===== src/rtl/tft_rd_scheduler.sv =====
// tft_rd_scheduler
// Read-side burst scheduler that feeds the TFT pixel FIFO from the SDRAM
// frame buffer. Each frame restarts at the base of the displayed bank on the
// vertical-sync falling edge. SDRAM read bursts are issued whenever the FIFO
// has room for a full burst. The displayed bank ping-pongs with the write
// bank once the writer reports a finished frame.
// BURST_LEN must lie in 2..1023 so that it fits the 10-bit burst length port.

module tft_rd_scheduler #(
    parameter int                BURST_LEN   = 256,
    parameter int                FRAME_WORDS = 384000,
    parameter int                FIFO_DEPTH  = 1024,
    parameter int                ADDR_W      = 24,
    parameter logic [ADDR_W-1:0] BANK1_BASE  = 24'h100000
) (
    input  logic              clk_vga,
    input  logic              rst_n,
    input  logic              tft_vs,
    input  logic              tft_req,
    input  logic [10:0]       fifo_usedw,
    input  logic              wr_frame_done,
    output logic              rd_burst_req,
    output logic [ADDR_W-1:0] rd_burst_addr,
    output logic [9:0]        rd_burst_len,
    input  logic              rd_burst_ack,
    input  logic              rd_burst_done,
    output logic              fifo_clr,
    output logic              rd_bank,
    output logic              wr_bank,
    output logic              underflow
);

    // The words-left counter needs at least 11 bits so that BURST_LEN is
    // representable for the min() comparison, even for tiny frames.
    localparam int WL_BITS = $clog2(FRAME_WORDS + 1);
    localparam int WL_W    = (WL_BITS > 11) ? WL_BITS : 11;

    localparam logic [WL_W-1:0] FRAME_WL   = WL_W'(FRAME_WORDS);
    localparam logic [WL_W-1:0] BURST_WL   = WL_W'(BURST_LEN);
    localparam logic [9:0]      BURST_L10  = 10'(BURST_LEN);
    localparam logic [11:0]     FILL_LIMIT = 12'(FIFO_DEPTH - BURST_LEN);

    typedef enum logic [2:0] {
        IDLE,
        FLUSH,
        CHECK,
        REQ,
        WAIT_DONE,
        SETTLE,
        FRAME_END
    } state_t;

    state_t            state;
    logic              vs_q1;
    logic              vs_q2;
    logic              fs;
    logic              flush_second;
    logic              swap_pend;
    logic              restart_pend;
    logic [ADDR_W-1:0] addr;
    logic [WL_W-1:0]   words_left;
    logic              fifo_room;
    logic [9:0]        next_len;
    logic [ADDR_W-1:0] bank_base;

    // Frame start is a 1 -> 0 transition of the registered vertical sync.
    assign fs = vs_q2 & ~vs_q1;

    // Issue only when a whole burst is guaranteed to fit in the FIFO.
    assign fifo_room = ({1'b0, fifo_usedw} <= FILL_LIMIT);

    // The last burst of a frame may be shorter than BURST_LEN.
    assign next_len = (words_left < BURST_WL) ? words_left[9:0] : BURST_L10;

    assign bank_base = rd_bank ? BANK1_BASE : '0;
    assign wr_bank   = ~rd_bank;

    // Register the vertical sync so that the edge detector sees clean samples.
    always_ff @(posedge clk_vga or negedge rst_n) begin
        if (!rst_n) begin
            vs_q1 <= 1'b0;
            vs_q2 <= 1'b0;
        end else begin
            vs_q1 <= tft_vs;
            vs_q2 <= vs_q1;
        end
    end

    // Main scheduler FSM with bank swap bookkeeping and underflow flag.
    always_ff @(posedge clk_vga or negedge rst_n) begin
        if (!rst_n) begin
            state         <= IDLE;
            flush_second  <= 1'b0;
            swap_pend     <= 1'b0;
            restart_pend  <= 1'b0;
            addr          <= '0;
            words_left    <= '0;
            rd_burst_req  <= 1'b0;
            rd_burst_addr <= '0;
            rd_burst_len  <= '0;
            fifo_clr      <= 1'b0;
            rd_bank       <= 1'b0;
            underflow     <= 1'b0;
        end else begin
            // A finished write frame is remembered until the next flush
            // consumes it. A pulse landing on the first flush cycle is
            // consumed directly by the bank toggle below.
            if (state == FLUSH && !flush_second) begin
                swap_pend <= 1'b0;
            end else if (wr_frame_done) begin
                swap_pend <= 1'b1;
            end

            // The FIFO is being cleared during FLUSH and is idle before the
            // first frame, so an empty read only counts while streaming.
            if (state == FLUSH) begin
                underflow <= 1'b0;
            end else if (state != IDLE && tft_req && fifo_usedw == '0) begin
                underflow <= 1'b1;
            end

            case (state)
                IDLE: begin
                    if (fs) begin
                        state        <= FLUSH;
                        fifo_clr     <= 1'b1;
                        flush_second <= 1'b0;
                    end
                end

                FLUSH: begin
                    if (!flush_second) begin
                        if (swap_pend || wr_frame_done) begin
                            rd_bank <= ~rd_bank;
                        end
                        flush_second <= 1'b1;
                    end else begin
                        addr         <= bank_base;
                        words_left   <= FRAME_WL;
                        fifo_clr     <= 1'b0;
                        flush_second <= 1'b0;
                        restart_pend <= 1'b0;
                        state        <= CHECK;
                    end
                end

                CHECK: begin
                    if (fs) begin
                        state    <= FLUSH;
                        fifo_clr <= 1'b1;
                    end else if (words_left == '0) begin
                        state <= FRAME_END;
                    end else if (fifo_room) begin
                        rd_burst_addr <= addr;
                        rd_burst_len  <= next_len;
                        rd_burst_req  <= 1'b1;
                        state         <= REQ;
                    end
                end

                REQ: begin
                    if (fs) begin
                        restart_pend <= 1'b1;
                    end
                    if (rd_burst_ack) begin
                        rd_burst_req <= 1'b0;
                        addr         <= addr + ADDR_W'(rd_burst_len);
                        words_left   <= words_left - WL_W'(rd_burst_len);
                        state        <= rd_burst_done ? SETTLE : WAIT_DONE;
                    end
                end

                WAIT_DONE: begin
                    if (fs) begin
                        restart_pend <= 1'b1;
                    end
                    if (rd_burst_done) begin
                        state <= SETTLE;
                    end
                end

                SETTLE: begin
                    if (restart_pend || fs) begin
                        state    <= FLUSH;
                        fifo_clr <= 1'b1;
                    end else begin
                        state <= CHECK;
                    end
                end

                FRAME_END: begin
                    if (fs) begin
                        state    <= FLUSH;
                        fifo_clr <= 1'b1;
                    end
                end

                default: begin
                    state <= IDLE;
                end
            endcase
        end
    end

endmodule

===== config.mk =====
export PLATFORM = sky130hd
export DESIGN_NAME = tft_rd_scheduler
export DESIGN_NICKNAME = d
export VERILOG_FILES = /design/src/rtl/tft_rd_scheduler.sv
export SDC_FILE = /design/constraint.sdc
export NUM_CORES = 1
export LEC_CHECK = 0
export ABC_CLOCK_PERIOD_IN_PS = 2270
export CORE_AREA = 3 3 104 106
export CTS_BUF_LIST = sky130_fd_sc_hd__clkbuf_4 sky130_fd_sc_hd__clkbuf_8
export DETAILED_ROUTE_END_ITERATION = 8
export DIE_AREA = 0 0 107 109
export GPL_TIMING_DRIVEN = 0
export PLACE_DENSITY = 0.73
export SYNTH_ARGS = -nofsm -noshare
export SYNTH_HDL_FRONTEND = slang
export SYNTH_SLANG_ARGS = --single-unit

===== constraint.sdc =====
create_clock -name clk_vga -period 2.27 [get_ports clk_vga]
set_input_delay 0.3405 -clock clk_vga [delete_from_list [all_inputs] [get_ports clk_vga]]
set_output_delay 0.3405 -clock clk_vga [all_outputs]
set_load 0.1 [all_outputs]

==> summary.txt <==
Critical path
  – Buf/Inv on CP: 1
  – Worst path slowest cell: dfrtp_4
  – Most frequent CP cell: a2111oi_4
  – Critical path type: register to register
  – Critical Path End Type: register
  – FF-to-FF setup slack: -0.06 ns
  – Critical path peak fanout: 8
  – FF-to-FF End: addr[23]
  – Reg2reg path depth: 8
  – Startpoint types: register
  – CP max stage delay: 0.52 ns
  – Critical path required time: 2.50 ns
  – Crit path max-delay family: compound AO/OA/AOI/OAI gates
  – Worst path arrival time: 2.56 ns
  – Cell Chain, Critical Path: ha_4 > nand3_2 > a2111oi_4 > o31ai_4 > buf_12 > a2111oi_4 > xnor2_1 > nor2_1
  – Worst r2r src: rd_burst_len[2]

Detailed routing
  – Drt total wl: 11500 µm
  – Final ANT Viol Nets: 0
  – Total iterations of the first detailed-routing run: 5
  – Initial DRC Count: 181
  – Vias: 4062
  – Remaining routing DRC violations: 0
  – Avg WL per Cell: 16.2 µm
  – Via density per instance: 5.71

Job
  – Max-cap violations: 0

Layout
  – Nets: 614
  – Fin util: 66.1%
  – Most frequent cells in the layout: dfrtp_1, clkdlybuf4s50_1, nand2_1, nor2_1, o21ai_0
  – Diodes inserted: 0
  – Design Area, Final: 6520 µm²
  – Share of cells above drive strength 1: 24.4%
  – Commonest non-fill, non-tap cell in the layout: dfrtp_1
  – Area Growth Syn to Fin: 32.0%

STA
  – Final setup fails: 11
  – Slew Viols, Final: 0
  – Fmax achieved: 0.429 GHz
  – Final min period: 2.33 ns
  – Hold Fails Final Rpt: 0
  – Period utilization: 103%
  – Worst-margin pin slew: 0.971 ns
  – RSZ-0062 raised after global routing: yes
  – Post-route setup slack: -0.0592 ns
  – Setup Skew: 0.00951 ns
  – Rel. slew slack: 35.1%

Synth
  – Syn_nets: 528
  – Gate Count Post-Synth: 488
  – Netlist cell types: 60
  – Synthesized cell area: 4940 µm²
  – #FFs+latches synth: 89
  – Main synth FF type: dfrtp_1
  – Synth Warn #: 0
  – EDFF count, synth: 0
  – Async set-or-reset flop fraction in the synthesized netlist: 100%
  – Seq/Total Area, Yosys: 45.1%
  – Synth Area per Inst: 10.1 µm²

Floorplanning
  – Die height: 109 µm
  – Die width: 107 µm
  – # rows: 36
  – Total die area: 11700 µm²
  – Core area: 9860 µm²
  – I/O pin count: 57
  – Initial core utilization: 50.1%

Placement
  – Post-DP Area: 5970 µm²
  – GPL Wtd Cong: 0.847
  – Port bufs: 56
  – DP Worst Slack: -0.654 ns
  – Detailed placement HPWL: 8150 µm

CTS
  – Root Driver: clkbuf_8
  – Clk_lat worst skew: 0.36 ns
  – Num CTS Buffers: 9
  – Clk pin slew, worst setup/hold paths: 0.10 ns
  – Clk sink count: 89
  – H-tree levels: 3
  – CTS tree: built
  – Max clock buf depth: 2

Pwr
  – Leak pwr: 2.77 nW
  – Pwr Total: 0.0101 W
  – Power Dens Cells: 1550 nW/µm²
  – VDD IR max: 0.795 mV

Outcome
  – Status: finished, violations left
  – Failing checks: setup timing

Global routing
  – Overall Global Routing Usage: 20.4%
  – Pin count of the biggest net entering global routing: 72
  – Congestion Overflow GR: 0
  – Vias in the first global route: 3861
  – First-pass GRT wire length: 18900 µm
  – Initial antenna violation count: 0

Worst hold path
  – Worst hold path type: primary input to asynchronous set/reset pin
[kinds of logic (layout without fill, tap and decap cells)]
family,count (synthesis),after routing,synth area share (%)
and+or+nand+nor,162,162,16.8
AOI/OAI and AO/OA,123,123,16.5
DFF,89,89,45.1
buffers and inverters,44,135,4.38
muxes,27,27,7.63
adders and majority gates,22,22,5.88
xor gates and xnor gates,21,21,3.73
[where the power goes]
part	leakage, nW	switching [W]	internal (W)
registers	1.13	0.000527	0.00211
clock network	0.101	0.000607	0.000521
logic	1.54	0.00408	0.00224
total	2.77	0.00522	0.00487
[worst register-to-register path, cell delays in order (launching register included)]
cell,delay [ns]
dfrtp_4,0.52
ha_4,0.32
nand3_2,0.11
a2111oi_4,0.41
o31ai_4,0.12
buf_12,0.16
a2111oi_4,0.32
xnor2_1,0.18
nor2_1,0.07
[what timing repair did]
item / 4_1_cts / 5_1_grt
hold buffers: 1 / 0
endpoints found under the setup margin: 70 / 71
pin swaps: 8 / 23
setup buffers: 7 / 11
hold endpoints to repair: 18 / 0
gates resized for setup: 25 / 38
[final cells by class]
class	count	area [µm²]
Clock inverter	7	77.6
Clock buffer	9	124
Tap cell	133	166
Timing Repair Buffer	76	743
Inverter	22	85.1
Fill cell	761	3350
Buffer	21	138
Multi-Input combinational cell	355	2920
Sequential cell	89	2260
[cells in the mapped netlist, types with 6 or more instances]
library cell / count / area (µm²)
o21a_1: 6 / 45.0
a21oi_1: 18 / 90.1
nand2b_1: 10 / 62.6
nand3_1: 19 / 95.1
nor4_1: 6 / 37.5
xnor2_1: 16 / 140
o21ai_0: 44 / 220
a211oi_1: 8 / 60.1
mux2_4: 20 / 300
nand4_1: 6 / 37.5
ha_1: 20 / 250
dfrtp_1: 89 / 2230
inv_1: 22 / 82.6
a31oi_1: 9 / 56.3
and3_1: 7 / 43.8
clkbuf_1: 8 / 30.0
nand2_1: 40 / 150
nor2_1: 40 / 150
buf_2: 7 / 35.0
nor3_1: 8 / 40.0
or3_1: 6 / 37.5
[sequential cells by signal, indices dropped and copies added (netlist names)]
signal,cells
addr,24
rd_burst_addr,24
words_left,19
rd_burst_len,10
state,3
fifo_clr,1
flush_second,1
rd_bank,1
rd_burst_req,1
restart_pend,1
swap_pend,1
underflow,1
vs_q1,1
vs_q2,1
[worst max path at each step]
stage	start	to	slack, ns	cells past startpoint
2_1_floorplan	rd_burst_len[1]	words_left[17]	-0.05	8
3_3_place_gp	rst_n	rd_burst_len[8]	-2.95	1
3_5_place_dp	rd_burst_ack	words_left[3]	-0.65	8
4_1_cts	rd_burst_len[4]	addr[11]	-0.02	8
5_1_grt	rd_burst_len[2]	addr[23]	-0.15	8
6_report	rd_burst_len[2]	addr[23]	-0.06	8
[routing by layer]
layer / wire length (µm) / GRT usage (%) / part of all wire, % / vias to the layer above
met3: 447 / 2.72 / 3.9 / 17
met1: 5220 / 27.0 / 45 / 1993
met4: 201 / 7.67 / 1.7 / 0
li1: - / - / - / 1942
met5: 0 / 0 / 0 / -
met2: 5670 / 34.4 / 49 / 110
[stage by stage]
step	std cells	hold slack (ns)	setup TNS, ns
2_1_floorplan	488	0.0449	-0.174
3_3_place_gp	677	0.378	-229.75
3_5_place_dp	678	0.231	-18.85
4_1_cts	701	0.373	-0.0739
5_1_grt	712	0.400	-1.40
6_report	712	0.382	-0.253
No activity file was read; power rests on OpenSTA's default activity.
